===== config.mk =====
export PLATFORM = sky130hd
export DESIGN_NAME = instruction_fetch_stage
export DESIGN_NICKNAME = d
export VERILOG_FILES = /design/src/rtl/instruction_fetch_stage.sv
export SDC_FILE = /design/constraint.sdc
export NUM_CORES = 1
export LEC_CHECK = 0
export BUFFER_PORTS_ARGS = -buffer_cell sky130_fd_sc_hd__buf_2
export CORE_ASPECT_RATIO = 0.6
export CORE_MARGIN = 2
export CORE_UTILIZATION = 30
export CTS_CLUSTER_DIAMETER = 60
export DETAILED_ROUTE_END_ITERATION = 10
export HOLD_SLACK_MARGIN = 0.02
export RECOVER_POWER = 25
export SKIP_CTS_REPAIR_TIMING = 1
export SYNTH_ARGS = -nofsm -noshare
export SYNTH_HDL_FRONTEND = slang
export SYNTH_SLANG_ARGS = --single-unit

===== constraint.sdc =====
create_clock -name Clock -period 3.54 [get_ports Clock]
set_input_delay 0.531 -clock Clock [delete_from_list [all_inputs] [get_ports Clock]]
set_output_delay 0.531 -clock Clock [all_outputs]
set_load 0.01 [all_outputs]

===== src/rtl/instruction_fetch_stage.sv =====
// Fetch stage: PC -> sync imem, 2-entry {instr,pc} buffer to decode; PC issued in n is valid in n+2.
// Backpressure holds the PC via PcLoadEnable; Flush redirects. FETCH_PERF_EN adds Fetch/Stall counters.
module instruction_fetch_stage #(
   parameter int unsigned ADDR_W  = 16,
   parameter int unsigned INSTR_W = 16
) (
   input  logic               Clock,
   input  logic               Reset,
   input  logic [ADDR_W-1:0]  CounterValue,
   output logic [ADDR_W-1:0]  MemAddress,
   output logic               MemRead,
   input  logic [INSTR_W-1:0] MemData,
   output logic [ADDR_W-1:0]  PcLoadValue,
   output logic               PcLoadEnable,
   input  logic               Flush,
   input  logic [ADDR_W-1:0]  BranchTarget,
   output logic [INSTR_W-1:0] InstrOut,
   output logic [ADDR_W-1:0]  InstrPC,
   output logic               InstrValid,
   input  logic               InstrReady
`ifdef FETCH_PERF_EN
   ,
   output logic [31:0]        FetchCount,
   output logic [31:0]        StallCount
`endif
);

   typedef struct packed {
      logic [INSTR_W-1:0] instr;
      logic [ADDR_W-1:0]  pc;
   } entry_t;

   entry_t            head_q;
   entry_t            tail_q;
   logic [1:0]        occ_q;
   logic              in_flight_q;
   logic [ADDR_W-1:0] in_flight_pc_q;

   logic              pop;
   logic              capture;
   logic              issue;
   logic [2:0]        level;
   entry_t            new_entry;

   assign InstrValid = (occ_q != 2'd0);
   assign InstrOut   = head_q.instr;
   assign InstrPC    = head_q.pc;
   assign MemAddress = CounterValue;

   assign pop       = InstrValid & InstrReady;
   assign capture   = in_flight_q & ~Flush;
   assign new_entry = '{instr: MemData, pc: in_flight_pc_q};

   // Slots committed after this cycle; pop only happens with occ>0 so no underflow.
   assign level   = {1'b0, occ_q} + {2'b00, in_flight_q} - {2'b00, pop};
   assign issue   = ~Reset & ~Flush & (level < 3'd2);
   assign MemRead = issue;

   always_comb begin
      PcLoadEnable = 1'b0;
      PcLoadValue  = CounterValue;
      if (!Reset) begin
         if (Flush) begin
            PcLoadEnable = 1'b1;
            PcLoadValue  = BranchTarget;
         end else if (!issue) begin
            PcLoadEnable = 1'b1;
         end
      end
   end

   // An issue always produces a response next cycle, otherwise it is captured or dropped.
   always_ff @(posedge Clock) begin
      if (Reset) begin
         in_flight_q    <= 1'b0;
         in_flight_pc_q <= '0;
      end else begin
         in_flight_q <= issue;
         if (issue) begin
            in_flight_pc_q <= CounterValue;
         end
      end
   end

   always_ff @(posedge Clock) begin
      if (Reset) begin
         occ_q  <= 2'd0;
         head_q <= '0;
         tail_q <= '0;
      end else if (Flush) begin
         occ_q <= 2'd0;
      end else begin
         unique case ({pop, capture})
            2'b10: begin
               head_q <= tail_q;
               occ_q  <= occ_q - 2'd1;
            end
            2'b01: begin
               if (occ_q == 2'd0) begin
                  head_q <= new_entry;
               end else begin
                  tail_q <= new_entry;
               end
               occ_q <= occ_q + 2'd1;
            end
            2'b11: begin
               if (occ_q == 2'd1) begin
                  head_q <= new_entry;
               end else begin
                  head_q <= tail_q;
                  tail_q <= new_entry;
               end
            end
            default: begin
               occ_q <= occ_q;
            end
         endcase
      end
   end

`ifdef FETCH_PERF_EN
   always_ff @(posedge Clock) begin
      if (Reset) begin
         FetchCount <= '0;
         StallCount <= '0;
      end else begin
         if (issue && (FetchCount != 32'hFFFF_FFFF)) begin
            FetchCount <= FetchCount + 32'd1;
         end
         if (InstrValid && !InstrReady && (StallCount != 32'hFFFF_FFFF)) begin
            StallCount <= StallCount + 32'd1;
         end
      end
   end
`endif

endmodule


# [Word-level counts from Yosys, hierarchy flattened]
# Index checks and enable logic that the tools add are counted.
[word_totals] ff_bits=83 latchBits=0 ramBits=0 romBits=0 mem_count=0
[classes] add_sub_neg=4 n_mul=0 n_div=0 magnitude_cmp=1 eq_ne=7 shifts=0 muxes=12 bitwise_logic=6 reduce_logical=8
[op_table] operator="2-to-1 mux 32 bit" n=4
[op_table] operator="case mux 32 bit (3 select lines)" n=1
[op_table] operator="case mux 32 bit (2 select lines)" n=1
[op_table] operator="2-to-1 mux 16 bit" n=2
[op_table] operator="!= test 2 bit (second input constant)" n=3
[op_table] operator="nonzero test 2 bit" n=3
[op_table] operator="bitwise AND 1 bit" n=4
[op_table] operator="== test 2 x 1 -> 1 bit (second input constant)" n=2
[op_table] operator="== test 2 bit (second input constant)" n=2
[op_table] operator="case mux 2 bit (2 select lines)" n=1
[op_table] operator="AND reduction 4 bit" n=1
[op_table] operator="adder 2 x 1 -> 3 bit" n=1
[op_table] operator="less-than comparator 3 x 2 -> 1 bit (second input constant)" n=1
[op_table] operator="2-to-1 mux 1 bit" n=3
[op_table] operator="AND reduction 3 bit" n=1
[op_table] operator="nonzero test 3 bit" n=1
[op_table] operator="subtractor 3 x 1 -> 3 bit" n=1
[op_table] operator="adder 2 x 1 -> 2 bit (second input constant)" n=1
[op_table] operator="logical NOT 2 bit" n=1
[op_table] operator="NOT 1 bit" n=2
[op_table] operator="OR reduction 2 bit" n=1
[op_table] operator="subtractor 2 x 1 -> 2 bit (second input constant)" n=1

# [Longest topological paths before layout]
# Gate-level depths: netlist of run 1.
[logic_depth] depth_word=8 ltp_mapped=12 depth_no_buf=10

# [Least setup slack after synthesis of run 1]
# OpenSTA, ideal clock, no wires.
[synth_timing] path_kind="reg2out" startpoint="register occ_q[1]" endpoint="output port PcLoadEnable" t_arrival_ns=2.564 required_ns=3.009 slack_ns=0.445 path_stages_with_launch=13 path_buffers=2 cell_sequence="dfxtp_1 inv_1 ha_1 nand2b_1 buf_2 buf_2 nor2_1 o21ai_1 fa_1 nor3b_2 nand2_1 inv_2 nor2_1"
[synth_via] elab_chain_len=8
[synth_lines] item="start: declaration" line="35" text="logic [1:0] occ_q;"
[synth_lines] item="start signal: assignment" line="96" text="occ_q <= occ_q - 2'd1;"
[synth_lines] item="start signal: assignment" line="104" text="occ_q <= occ_q + 2'd1;"
[synth_lines] item="start signal: assignment" line="115" text="occ_q <= occ_q;"
[synth_lines] item="parallel branches: the longest is 2 deep, another holds adder 2 x 1 -> 3 bit"
[synth_lines] item="subtractor 3 x 1 -> 3 bit (*)" line="55" text="assign level = {1'b0, occ_q} + {2'b00, in_flight_q} - {2'b00, pop};"
[synth_lines] item="less-than comparator 3 x 2 -> 1 bit (*)" line="56" text="assign issue = ~Reset & ~Flush & (level < 3'd2);"
[synth_lines] item="bitwise AND 1 bit (*)" line="56"
[synth_lines] item="via MemRead" line="11" text="output logic MemRead,"
[synth_lines] item="2-to-1 mux 1 bit (*)" line="66" text="end else if (!issue) begin"
[synth_lines] item="2-to-1 mux 1 bit (*)" line="63" text="if (Flush) begin"
[synth_lines] item="2-to-1 mux 1 bit (*)" line="62" text="if (!Reset) begin"
[synth_lines] item="end: declaration" line="14" text="output logic PcLoadEnable,"
# Mark *: on every way through the listed nets, which the timed path passes.

# [Worst setup path in the final report of run 1]
[layout_timing] startpoint="register occ_q[0]" endpoint="output port PcLoadEnable"
[layout_via] elab_chain_len=8
[layout_lines] item="parallel branches: the longest is 2 deep, another holds adder 2 x 1 -> 3 bit"
[layout_lines] item="subtractor 3 x 1 -> 3 bit (*)" line="55"
[layout_lines] item="less-than comparator 3 x 2 -> 1 bit (*)" line="56"
[layout_lines] item="bitwise AND 1 bit (*)" line="56"
[layout_lines] item="2-to-1 mux 1 bit (*)" line="66"
[layout_lines] item="2-to-1 mux 1 bit (*)" line="63"
[layout_lines] item="2-to-1 mux 1 bit (*)" line="62"
# Every way passes the cells marked *.

==> parameters.txt, run 1 <==
Parameter                              Value

Outcome
  Result of the run    completed

Drt
  Vias per cell    between 5 and 6
  Count of unresolved DRC violations after routing    0
  Total via count after detailed routing    roughly 3,800
  Post-DRT Antenna Nets    0
  Count of routing violations after the opening detailed-route iteration    around 230
  Iteration count of the initial detailed-routing pass    5
  Final routed wire length divided by cell count    roughly 17 µm
  Detailed Route WL    about 13,000 µm

Min path
  Cells on Worst Hold Path    2
  Path class of the lowest-slack min-delay path    primary input to register

Synthesis
  Area share of xor/xnor cells in the synthesized design    0.780%
  EDFF count, synth    0
  Share of synthesized area spent on multiplexers    between 10% and 20%
  Cell types occupying the most area after synthesis    sky130_fd_sc_hd__dfxtp_1, sky130_fd_sc_hd__a221oi_2, sky130_fd_sc_hd__nand2b_1, sky130_fd_sc_hd__mux2i_1, sky130_fd_sc_hd__o32ai_1
  Synth async-reset ratio    0%
  Synthesized area divided by synthesized cell count    9.88 µm²
  Number of distinct library cell variants in the gate-level netlist after synthesis    34
  Synth Flop Type    sky130_fd_sc_hd__dfxtp_1
  Syn Inst Count    about 460
  Yosys synthesis warning count    0
  Syn Nets    between 500 and 600
  Area fraction in compound gates after synthesis    roughly a quarter
  Area share of the largest cell type after synthesis    between 30 and 40%
  Yosys reg bits    83
  Share of synthesized area occupied by flip-flops and latches    a little under two fifths
  Dominant combinational cell family by area after synthesis    compound AO/OA/AOI/OAI gates
  Adder-cell area share of the yosys netlist    ~1.3%
  Post-synthesis simple-gate area fraction    12.3%
  Combined area of all synthesized cells    ~0.0045 mm²
  Dominant cell type by area after synthesis    sky130_fd_sc_hd__dfxtp_1

CTS
  Total CTS buffers    9
  Number of H-tree levels    3
  Clock-pin slew on the worst setup and hold paths    roughly 70 ps
  Cell chosen for the clock root    sky130_fd_sc_hd__clkbuf_16
  Clock net sink count    a little over 80
  Maximum number of buffers from clock root to sink    2
  Worst-skew pair later-pin latency    approximately 340 ps
  TritonCTS clock tree    built

Placement
  Half-perimeter wire length of the detailed placement result    about 8400 µm
  Pre-CTS setup slack    -22.6 ps
  # port buffers    ~120
  Placer Congestion    0.833

Floorplanning
  Placement Rows    34
  Die area    0.0160 mm²
  Number of top-level pins    119
  Die span in y    between 90 and 100 µm
  Initial standard-cell utilization of the core    a little under a third
  Floorplan die width    162 µm
  Placeable core area    about 0.015 mm²

Worst setup path
  Library cell appearing most often on the critical path    sky130_fd_sc_hd__nor2_1
  Worst stage delay on the critical path    510 ps
  Reg2Reg Depth    8
  Cell at the slowest stage of the critical path    sky130_fd_sc_hd__fa_1
  Required time reported for the critical path endpoint    ~3000 ps
  Critical path launch point type    register
  Crit path kind    register to output port
  Crit. End Element    output port
  CP Data Arrival Time    approximately 2800 ps
  Crit-path cells    inv_1 -> ha_1 -> nand2b_1 -> nor2_1 -> o21ai_1 -> fa_1 -> nor3b_4 -> nand2_2 -> inv_2 -> nor2_1 -> buf_2
  Critical path fanouts, max    9

Timing
  Final hold slack    about 450 ps
  Post-route minimum period    3320 ps
  Total of endpoints with negative setup slack in the final report    0
  Final setup slack of the worst path    ~220 ps
  Unrepaired setup endpoints after global routing    false
  Max Freq    between 0.3 and 0.4 GHz
  Maximum clock skew at final layout    9.91 ps
  Fin. Hold Viols    0
  Max-slew headroom    about a quarter
  Final count of pins violating max slew    0
  Final TNS setup    0 ps
  Transition time at the pin with the least slew margin    1130 ps
  Period Utilization, post-route    a little over nine tenths

Final layout
  Share of final-layout standard cells stronger than drive strength 1    between 20% and 30%
  Number of nets at the end of the flow    just under 600
  Antenna diode count    0
  Area overhead of the layout relative to synthesis    19.3%

Global routing
  Antenna violations before repair    0
  GRT overflow    0
  Global-route total usage across every layer    approximately 16%
  Via count of the first global-routing pass    3,802
  Wire length of the first global-routing pass    roughly 20,000 µm
  Pin count of the biggest net entering global routing    46

Power
  Maximum resistive drop on vdd    about 0.26 mV
  Leakage component of the power    0.00186 µW
  Post-layout power    around 2400 µW
  PD cells    444 mW/mm²

Flow run
  Max-capacitance violation count    0
area by class of cell:
class,count,area (µm²)
sequential,83,1660
fill,1485,9190
timing repair buffer,133,672
inverter,38,143
clock inverter,6,72.6
tap,198,248
clock buffer,10,229
multi-input combinational,271,2330
logic make-up (layout without fill, tap and decap cells):
kind of cell    Yosys count  after routing
compound gates          119            119
xor+xnor                  4              4
buf+inv                 101            187
fa+ha+maj                 4              4
simple gates             91             91
flops                    83             83
mux                      53             53
synth_stat cells (2+ instances only):
cell,n
sky130_fd_sc_hd__xnor2_1,2
sky130_fd_sc_hd__clkbuf_1,15
sky130_fd_sc_hd__mux2_1,20
sky130_fd_sc_hd__o21ai_0,7
sky130_fd_sc_hd__xor2_1,2
sky130_fd_sc_hd__nand3_1,12
sky130_fd_sc_hd__buf_6,5
sky130_fd_sc_hd__mux2i_1,29
sky130_fd_sc_hd__nor3_1,2
sky130_fd_sc_hd__inv_1,36
sky130_fd_sc_hd__nand2_1,2
sky130_fd_sc_hd__dfxtp_1,83
sky130_fd_sc_hd__nor2b_1,9
sky130_fd_sc_hd__and3b_1,2
sky130_fd_sc_hd__ha_1,3
sky130_fd_sc_hd__o32ai_1,32
sky130_fd_sc_hd__o21ai_1,7
sky130_fd_sc_hd__a221oi_2,30
sky130_fd_sc_hd__a21oi_1,6
sky130_fd_sc_hd__buf_4,18
sky130_fd_sc_hd__o211ai_1,32
sky130_fd_sc_hd__inv_2,2
sky130_fd_sc_hd__mux2_2,4
sky130_fd_sc_hd__a221oi_1,2
sky130_fd_sc_hd__nor2_1,3
sky130_fd_sc_hd__nand2b_1,58
sky130_fd_sc_hd__buf_2,25
metal layers:
metal	routed length (µm)	up-vias	global-route usage [%]	share of wire, %
li1	-	1811	-	-
met1	6080	1830	22.2	47
met2	5440	163	23.9	42
met3	1120	14	5.56	8.7
met4	172	0	5.04	1.3
met5	0	-	0	0
final timing paths:
| kind | startpoint | to | slack [ps] |
|---|---|---|---|
| worst max-delay path | occ_q[0] | PcLoadEnable | 220 |
| worst min-delay path | CounterValue[8] | in_flight_pc_q[8] | 450 |
| worst max register to register | occ_q[0] | tail_q[8] | 980 |
| worst min register to register | InstrPC[10] | InstrPC[10] | 460 |
power breakdown:
| part | internal, µW | leakage (µW) | switching (µW) |
|---|---|---|---|
| combinational | 163 | 0.00104 | 244 |
| sequential | 985 | 0.000675 | 29.3 |
| clock | 555 | 0.000144 | 405 |
through the flow:
step / cell area [µm²] / std cells / util (%)
3_3_place_gp: 5090 / 722 / 35.0
5_1_grt: 5360 / 739 / 36.8
6_report: 5360 / 739 / 36.8
4_1_cts: 5390 / 738 / 37.0
2_1_floorplan: 4490 / 455 / -
3_5_place_dp: 5090 / 722 / 35.0
cells in the final DEF, fill, tap and decap left out, types with 3 or more instances in the layout:
cell type,netlist,final
sky130_fd_sc_hd__mux2_2,4,4
sky130_fd_sc_hd__mux2i_1,29,29
sky130_fd_sc_hd__o21ai_0,7,7
sky130_fd_sc_hd__nand2b_1,58,58
sky130_fd_sc_hd__clkbuf_1,15,38
sky130_fd_sc_hd__o32ai_1,32,32
sky130_fd_sc_hd__clkbuf_16,0,9
sky130_fd_sc_hd__a21oi_1,6,5
sky130_fd_sc_hd__inv_1,36,36
sky130_fd_sc_hd__o21ai_1,7,7
sky130_fd_sc_hd__buf_2,25,80
sky130_fd_sc_hd__nand3_1,12,12
sky130_fd_sc_hd__ha_1,3,3
sky130_fd_sc_hd__dfxtp_1,83,83
sky130_fd_sc_hd__nor2_1,3,3
sky130_fd_sc_hd__o211ai_1,32,32
sky130_fd_sc_hd__nor2b_1,9,8
sky130_fd_sc_hd__buf_4,18,15
sky130_fd_sc_hd__mux2_1,20,20
sky130_fd_sc_hd__a221oi_2,30,30
state kept, by name, indices dropped and copies added (netlist names):
| register | count |
|---|---|
| InstrPC | 16 |
| tail_q | 32 |
| occ_q | 2 |
| InstrOut | 16 |
| in_flight_pc_q | 16 |
| in_flight_q | 1 |
worst max-delay path, delay by kind of cell (launching register included):
kind / cells / cell delay [ps]
adders and majority gates: 2 / 720
DFF: 1 / 390
AOI/OAI and AO/OA: 1 / 120
buffers and inverters: 3 / 400
and+or+nand+nor: 5 / 820
No activity file was read; power rests on OpenSTA's default activity.
==> inputs of run 2 (changes only) <==
- CORE_UTILIZATION: 30 -> 45
- PLACE_DENSITY: default -> 0.7
==> parameters.txt, run 2 (synthesized netlist as in run 1, its figures left out) <==
Parameter                              Value

Power
  Part of the power in registers    42.9% (was 42.6%)
  Internal power of the cells    1710 µW (was 1700 µW)
  NetSw    658 µW (was 678 µW)
  PD cells    446 mW/mm² (was 444 mW/mm²)
  Maximum resistive drop on vdd    0.258 mV (was 0.262 mV)
  Switching share of power    27.8% (was 28.5%)
  Combinational group share of total power    17.5% (was 17.1%)
  Clk pwr share    39.6% (was 40.3%)
  Leakage component of the power    0.00188 µW (was 0.00186 µW)

Final layout
  Fill count    854 (was 1,485)
  Final non-filler cell total    679 (was 739)
  Share of final-layout standard cells stronger than drive strength 1    29.0% (was 28.3%)
  Commonest non-fill, non-tap cell in the layout    sky130_fd_sc_hd__dfxtp_1 (unchanged)
  Register with the most flip-flops    tail_q (unchanged)
  Max FFs per register    32 (unchanged)
  Number of nets at the end of the flow    596 (was 592)
  Commonest cells after routing, fill and taps aside    sky130_fd_sc_hd__dfxtp_1, sky130_fd_sc_hd__buf_2, sky130_fd_sc_hd__nand2b_1 (unchanged)
  Final design area excluding fillers    0.00531 mm² (was 0.00536 mm²)
  Area overhead of the layout relative to synthesis    18.2% (was 19.3%)
  Antenna diode count    0 (unchanged)

Worst setup path
  Required time reported for the critical path endpoint    3010 ps (about the same)
  Crit path kind    register to output port (unchanged)
  Critical path fanouts, max    9 (unchanged)
  Reg2Reg Depth    10 (was 8)
  Crit. End Element    output port (unchanged)
  Critical path launch point type    register (unchanged)
  Worst setup slack for register-to-register paths    690 ps (was 980 ps)
  CP Data Arrival Time    2930 ps (was 2790 ps)
  Crit Reg-Reg Startpoint    occ_q[0] (unchanged)
  Capture point of the worst reg-to-reg path    in_flight_pc_q[8] (was tail_q[8])

Floorplanning
  Placement Rows    28 (was 34)
  Placeable core area    0.00977 mm² (was 0.0145 mm²)
  Die area    0.0108 mm² (was 0.0160 mm²)
  Number of top-level pins    119 (unchanged)
  Die span in y    81.4 µm (was 98.8 µm)
  Floorplan die width    133 µm (was 162 µm)
  Initial standard-cell utilization of the core    46.0% (was 30.9%)

Drt
  Vias per cell    5.73 (was 5.17)
  Count of routing violations after the opening detailed-route iteration    243 (was 228)
  Final routed wire length divided by cell count    18.6 µm (was 17.3 µm)
  Post-DRT Antenna Nets    0 (unchanged)
  Total via count after detailed routing    3,890 (was 3,818)
  Detailed Route WL    12,700 µm (was 12,800 µm)
  Iteration count of the initial detailed-routing pass    5 (unchanged)
  Count of unresolved DRC violations after routing    0 (unchanged)

Timing
  Maximum clock skew at final layout    10.1 ps (was 9.91 ps)
  Fin. Hold Viols    0 (unchanged)
  Final count of pins violating max slew    0 (unchanged)
  Max Freq    0.289 GHz (was 0.302 GHz)
  Transition time at the pin with the least slew margin    1080 ps (was 1130 ps)
  Max-slew headroom    28.3% (was 24.4%)
  Period Utilization, post-route    97.8% (was 93.7%)
  Total of endpoints with negative setup slack in the final report    0 (unchanged)
  Post-route minimum period    3460 ps (was 3320 ps)

CTS
  Maximum number of buffers from clock root to sink    2 (unchanged)
  TritonCTS clock tree    built (unchanged)
  Clock-pin slew on the worst setup and hold paths    60 ps (was 70 ps)
  Clock net sink count    83 (unchanged)
  Cell chosen for the clock root    sky130_fd_sc_hd__clkbuf_16 (unchanged)
  Total CTS buffers    9 (unchanged)
  Worst-skew pair later-pin latency    340 ps (about the same)
  Number of H-tree levels    3 (unchanged)

Global routing
  Antenna violations before repair    0 (unchanged)
  Global-route total usage across every layer    23.3% (was 16.2%)
  GRT overflow    0 (unchanged)
  Wire length of the first global-routing pass    19,600 µm (was 20,100 µm)
  Via count of the first global-routing pass    3,884 (was 3,802)
  Pin count of the biggest net entering global routing    76 (was 46)

Placement
  Placer Congestion    0.847 (was 0.833)
  # port buffers    118 (unchanged)
  Number of placed instances with taps included    657 (was 722)
  Placed instance area    0.00499 mm² (was 0.00509 mm²)
  Half-perimeter wire length of the detailed placement result    8060 µm (was 8430 µm)

Min path
  Worst hold path endpoint    in_flight_pc_q[9] (was in_flight_pc_q[8])
  Path class of the lowest-slack min-delay path    primary input to register (unchanged)
  Min-Delay Startpoint    CounterValue[9] (was CounterValue[8])
  Cells on Worst Hold Path    2 (unchanged)

Flow run
  Max-capacitance violation count    0 (unchanged)

Outcome
  Result of the run    completed (unchanged)
-- run 2: cell types whose count changed in the layout (fill, tap and decap cells not counted), sizes merged --
cell	change
inv	-2
buf	+4
clkinvlp	-1
clkinv	+2
-- run 2: power groups by stage --
stage | Combinational, µW | Clock [µW] | Sequential (µW)
2_1_floorplan | 260 | 0 | 1040
3_3_place_gp | 395 | 0 | 1030
3_5_place_dp | 405 | 0 | 1030
4_1_cts | 406 | 948 | 1010
5_1_grt | 449 | 985 | 1020
6_report | 414 | 939 | 1020
-- run 2: worst max-delay path by stage --
stage               slack (ps)     start  cells after the start      endpoint
floorplan                  450  occ_q[1]                     12  PcLoadEnable
global placement            20  occ_q[0]                     11  PcLoadEnable
detailed placement        -150  occ_q[0]                     11  PcLoadEnable
CTS                       -530  occ_q[0]                     11  PcLoadEnable
global route               -80  occ_q[0]                     11  PcLoadEnable
finish                      80  occ_q[0]                     11  PcLoadEnable
-- run 2: layout make-up --
cell class | instances | area (µm²) | share of cell area (%)
Clock buffer | 10 | 239 | 4.50
Clock inverter | 5 | 53.8 | 1.01
Inverter | 38 | 145 | 2.73
Multi-Input combinational cell | 271 | 2340 | 44.1
Sequential cell | 83 | 1660 | 31.3
Tap cell | 135 | 169 | 3.18
Timing Repair Buffer | 137 | 702 | 13.2
-- run 2: critical path, stage by stage (launching register included) --
cell	delay, ps
sky130_fd_sc_hd__dfxtp_1	410
sky130_fd_sc_hd__inv_1	80
sky130_fd_sc_hd__ha_1	270
sky130_fd_sc_hd__nand2b_1	210
sky130_fd_sc_hd__nor2_2	150
sky130_fd_sc_hd__o21ai_1	100
sky130_fd_sc_hd__fa_1	540
sky130_fd_sc_hd__nor3b_4	380
sky130_fd_sc_hd__nand2_4	120
sky130_fd_sc_hd__inv_4	120
sky130_fd_sc_hd__nor2_1	60
sky130_fd_sc_hd__buf_2	150
-- run 2: routing by layer --
metal	vias to the layer above	GRT usage (%)	wire, µm
li1	1809	-	-
met1	1854	30.2	5980
met2	206	36.9	5380
met3	21	6.98	1100
met4	0	9.03	194
met5	-	0	0
-- run 2: metrics by stage --
stage	TNS, ps	utilization (%)	hold WS [ps]	total power (µW)	setup WS (ps)
floorplan	0	-	448	1300	445
global placement	0	51.1	446	1430	16.8
detailed placement	-248	51.1	452	1440	-146
CTS	-1020	54.1	438	2370	-532
global route	-106	54.4	451	2460	-84.3
finish	0	54.4	448	2370	76.9
==> inputs of run 3 (changes only) <==
- ABC_AREA: default -> 1
- PLACE_DENSITY: 0.7 -> 0.69
==> parameters.txt, run 3 <==
Parameter                              Value

Outcome
  Result of the run    completed (unchanged)

Synthesis
  Top-count cell post-synth    sky130_fd_sc_hd__nand2_1 (was sky130_fd_sc_hd__dfxtp_1)
  Share of synthesized area occupied by flip-flops and latches    33.8% (was 37.0%)
  Area share of the largest cell type after synthesis    33.8% (was 37.0%)
  Combined area of all synthesized cells    0.00492 mm² (was 0.00449 mm²)
  Syn Inst Count    800 (was 455)
  Number of distinct library cell variants in the gate-level netlist after synthesis    26 (was 34)
  Yosys reg bits    83 (unchanged)
  Syn Nets    856 (was 511)
  Synth async-reset ratio    0% (unchanged)
  Leading cell types by count after synthesis    sky130_fd_sc_hd__nand2_1, sky130_fd_sc_hd__inv_1, sky130_fd_sc_hd__nor2_1, sky130_fd_sc_hd__dfxtp_1, sky130_fd_sc_hd__o21ai_0 (was sky130_fd_sc_hd__dfxtp_1, sky130_fd_sc_hd__nand2b_1, sky130_fd_sc_hd__inv_1, sky130_fd_sc_hd__o211ai_1, sky130_fd_sc_hd__o32ai_1)
  Synthesized area divided by synthesized cell count    6.14 µm² (was 9.88 µm²)
  EDFF count, synth    0 (unchanged)
  Synth Flop Type    sky130_fd_sc_hd__dfxtp_1 (unchanged)
  Dominant cell type by area after synthesis    sky130_fd_sc_hd__dfxtp_1 (unchanged)
  Cell types occupying the most area after synthesis    sky130_fd_sc_hd__dfxtp_1, sky130_fd_sc_hd__nand2_1, sky130_fd_sc_hd__inv_1, sky130_fd_sc_hd__nor2_1, sky130_fd_sc_hd__o21ai_0 (was sky130_fd_sc_hd__dfxtp_1, sky130_fd_sc_hd__a221oi_2, sky130_fd_sc_hd__nand2b_1, sky130_fd_sc_hd__mux2i_1, sky130_fd_sc_hd__o32ai_1)
  Yosys synthesis warning count    0 (unchanged)

Global routing
  Antenna violations before repair    0 (unchanged)
  Wire length of the first global-routing pass    21,200 µm (was 19,600 µm)
  Global-route total usage across every layer    22.2% (was 23.3%)
  Pin count of the biggest net entering global routing    52 (was 76)
  Via count of the first global-routing pass    4,388 (was 3,884)
  GRT overflow    0 (unchanged)

Worst setup path
  Crit Reg-Reg Startpoint    occ_q[1] (was occ_q[0])
  Reg2Reg Depth    11 (was 10)
  Library cell appearing most often on the critical path    sky130_fd_sc_hd__inv_1
  Critical path launch point type    register (unchanged)
  Worst stage delay on the critical path    490 ps (was 540 ps)
  Crit-path cells    inv_1 -> ha_1 -> inv_2 -> nand2_1 -> nor2_1 -> o21ai_0 -> fa_1 -> inv_1 -> nor2_1 -> nand2_1 -> buf_4 -> inv_1 -> buf_2 (was inv_1 -> ha_1 -> nand2b_1 -> nor2_2 -> o21ai_1 -> fa_1 -> nor3b_4 -> nand2_4 -> inv_4 -> nor2_1 -> buf_2)
  Critical path fanouts, max    7 (was 9)
  Crit. End Element    output port (unchanged)
  Required time reported for the critical path endpoint    3010 ps (about the same)
  CP Data Arrival Time    2760 ps (was 2930 ps)
  Cell at the slowest stage of the critical path    sky130_fd_sc_hd__fa_1 (unchanged)
  Worst setup slack for register-to-register paths    870 ps (was 690 ps)
  Capture point of the worst reg-to-reg path    tail_q[23] (was in_flight_pc_q[8])
  Crit path kind    register to output port (unchanged)

Timing
  Max-slew headroom    50.7% (was 28.3%)
  Final count of pins violating max slew    0 (unchanged)
  Post-route minimum period    3290 ps (was 3460 ps)
  Unrepaired setup endpoints after global routing    false
  Fin. Hold Viols    0 (unchanged)
  Period Utilization, post-route    93.0% (was 97.8%)
  Final TNS setup    0 ps (unchanged)
  Maximum clock skew at final layout    7.29 ps (was 10.1 ps)
  Max Freq    0.304 GHz (was 0.289 GHz)
  Total of endpoints with negative setup slack in the final report    0 (unchanged)
  Transition time at the pin with the least slew margin    740 ps (was 1080 ps)

Final layout
  Commonest non-fill, non-tap cell in the layout    sky130_fd_sc_hd__nand2_1 (was sky130_fd_sc_hd__dfxtp_1)
  Multi-input combinational cell area    0.00230 mm² (was 0.00234 mm²)
  Area of all sequential standard cells    0.00166 mm² (unchanged)
  Commonest cells after routing, fill and taps aside    sky130_fd_sc_hd__nand2_1, sky130_fd_sc_hd__inv_1, sky130_fd_sc_hd__nor2_1 (was sky130_fd_sc_hd__dfxtp_1, sky130_fd_sc_hd__buf_2, sky130_fd_sc_hd__nand2b_1)
  Area overhead of the layout relative to synthesis    15.4% (was 18.2%)
  Fill count    1,127 (was 854)
  Antenna diode count    0 (unchanged)
  Share of final-layout standard cells stronger than drive strength 1    14.0% (was 29.0%)
  Final design area excluding fillers    0.00567 mm² (was 0.00531 mm²)
  Max FFs per register    32 (unchanged)
  Register with the most flip-flops    tail_q (unchanged)
  Number of nets at the end of the flow    931 (was 596)

Min path
  Min-Delay Startpoint    CounterValue[4] (was CounterValue[9])
  Cells on Worst Hold Path    3 (was 2)
  Path class of the lowest-slack min-delay path    primary input to register (unchanged)
  Worst hold path endpoint    in_flight_pc_q[4] (was in_flight_pc_q[9])

Placement
  Placer Congestion    0.807 (was 0.847)
  Placed instance area    0.00542 mm² (was 0.00499 mm²)
  Half-perimeter wire length of the detailed placement result    8430 µm (was 8060 µm)
  # port buffers    118 (unchanged)

Floorplanning
  Placeable core area    0.0106 mm² (was 0.00977 mm²)
  Initial standard-cell utilization of the core    46.4% (was 46.0%)
  Number of top-level pins    119 (unchanged)
  Placement Rows    29 (was 28)
  Floorplan die width    139 µm (was 133 µm)
  Die span in y    85.0 µm (was 81.4 µm)
  Die area    0.0118 mm² (was 0.0108 mm²)

CTS
  Total CTS buffers    9 (unchanged)
  Maximum number of buffers from clock root to sink    2 (unchanged)
  Clock net sink count    83 (unchanged)
  Worst-skew pair later-pin latency    340 ps (about the same)
  Number of H-tree levels    3 (unchanged)
  Clock-pin slew on the worst setup and hold paths    60 ps (about the same)
  Cell chosen for the clock root    sky130_fd_sc_hd__clkbuf_16 (unchanged)
  TritonCTS clock tree    built (unchanged)

Drt
  Post-DRT Antenna Nets    0 (unchanged)
  Count of routing violations after the opening detailed-route iteration    346 (was 243)
  Count of unresolved DRC violations after routing    0 (unchanged)
  Iteration count of the initial detailed-routing pass    5 (unchanged)
  Final routed wire length divided by cell count    13.0 µm (was 18.6 µm)
  Detailed Route WL    13,200 µm (was 12,700 µm)
  Vias per cell    4.80 (was 5.73)
  Total via count after detailed routing    4,890 (was 3,890)

Power
  Maximum resistive drop on vdd    0.286 mV (was 0.258 mV)
  Leakage component of the power    0.00274 µW (was 0.00188 µW)
  PD cells    435 mW/mm² (was 446 mW/mm²)

Flow run
  Max-capacitance violation count    0 (unchanged)
-- run 3: worst max-delay path, delay by kind of cell, from the launching register on --
kind            cells  cell delay (ps)
flops               1              400
fa+ha+maj           2              750
simple gates        4              550
compound gates      1              140
buf+inv             6              600
-- run 3: metal layers --
layer	wire (µm)	part of all wire (%)	GRT usage (%)
met5	0	0	0
met4	84	0.64	4.96
met3	1060	8.0	6.77
met2	5450	41	33.9
met1	6620	50	31.2
-- run 3: where the power goes --
group	internal [µW]	switching [µW]	total, µW
Clock	581	363	944
Sequential	1000	40.6	1040
Combinational	167	310	477
Total	1750	714	2470
-- run 3: logic make-up after synthesis --
| logic type | Yosys count | share of synthesized area, % |
|---|---|---|
| multiplexers | 5 | 1.15 |
| adder cells (fa/ha/maj) | 4 | 1.17 |
| flip-flops | 83 | 33.8 |
| buffers and inverters | 222 | 19.4 |
| XOR/XNOR | 3 | 0.535 |
| AND/OR/NAND/NOR | 382 | 33.1 |
| AO/OA/AOI/OAI | 101 | 10.9 |
-- run 3: worst max path at each step --
stage / start / to / slack (ps) / cells past startpoint
6_report: occ_q[1] / MemRead / 250 / 13
4_1_cts: occ_q[1] / MemRead / 220 / 13
3_5_place_dp: occ_q[1] / MemRead / 640 / 13
5_1_grt: occ_q[1] / MemRead / 30 / 13
3_3_place_gp: occ_q[1] / MemRead / 670 / 13
2_1_floorplan: occ_q[1] / PcLoadEnable / 780 / 13
-- run 3: area by class of cell --
| type | instances | share of cell area, % |
|---|---|---|
| flip-flops and latches | 83 | 29.3 |
| inverters | 154 | 10.2 |
| repair buffers | 132 | 11.7 |
| well taps | 139 | 3.07 |
| clock inverters | 2 | 0.618 |
| multi-input cells | 495 | 40.6 |
| clock buffers | 13 | 4.59 |
-- run 3: per-stage QoR --
step                std cells  power (µW)  hold WS (ps)  utilization [%]  worst slack [ps]
finish                   1018        2470           487             53.5               249
global route             1018        2580           513             53.5              30.5
CTS                      1018        2490           484             54.0               224
detailed placement       1003        1540           479             51.2               638
global placement         1003        1540           485             51.2               666
floorplan                 800        1390           458                -               784
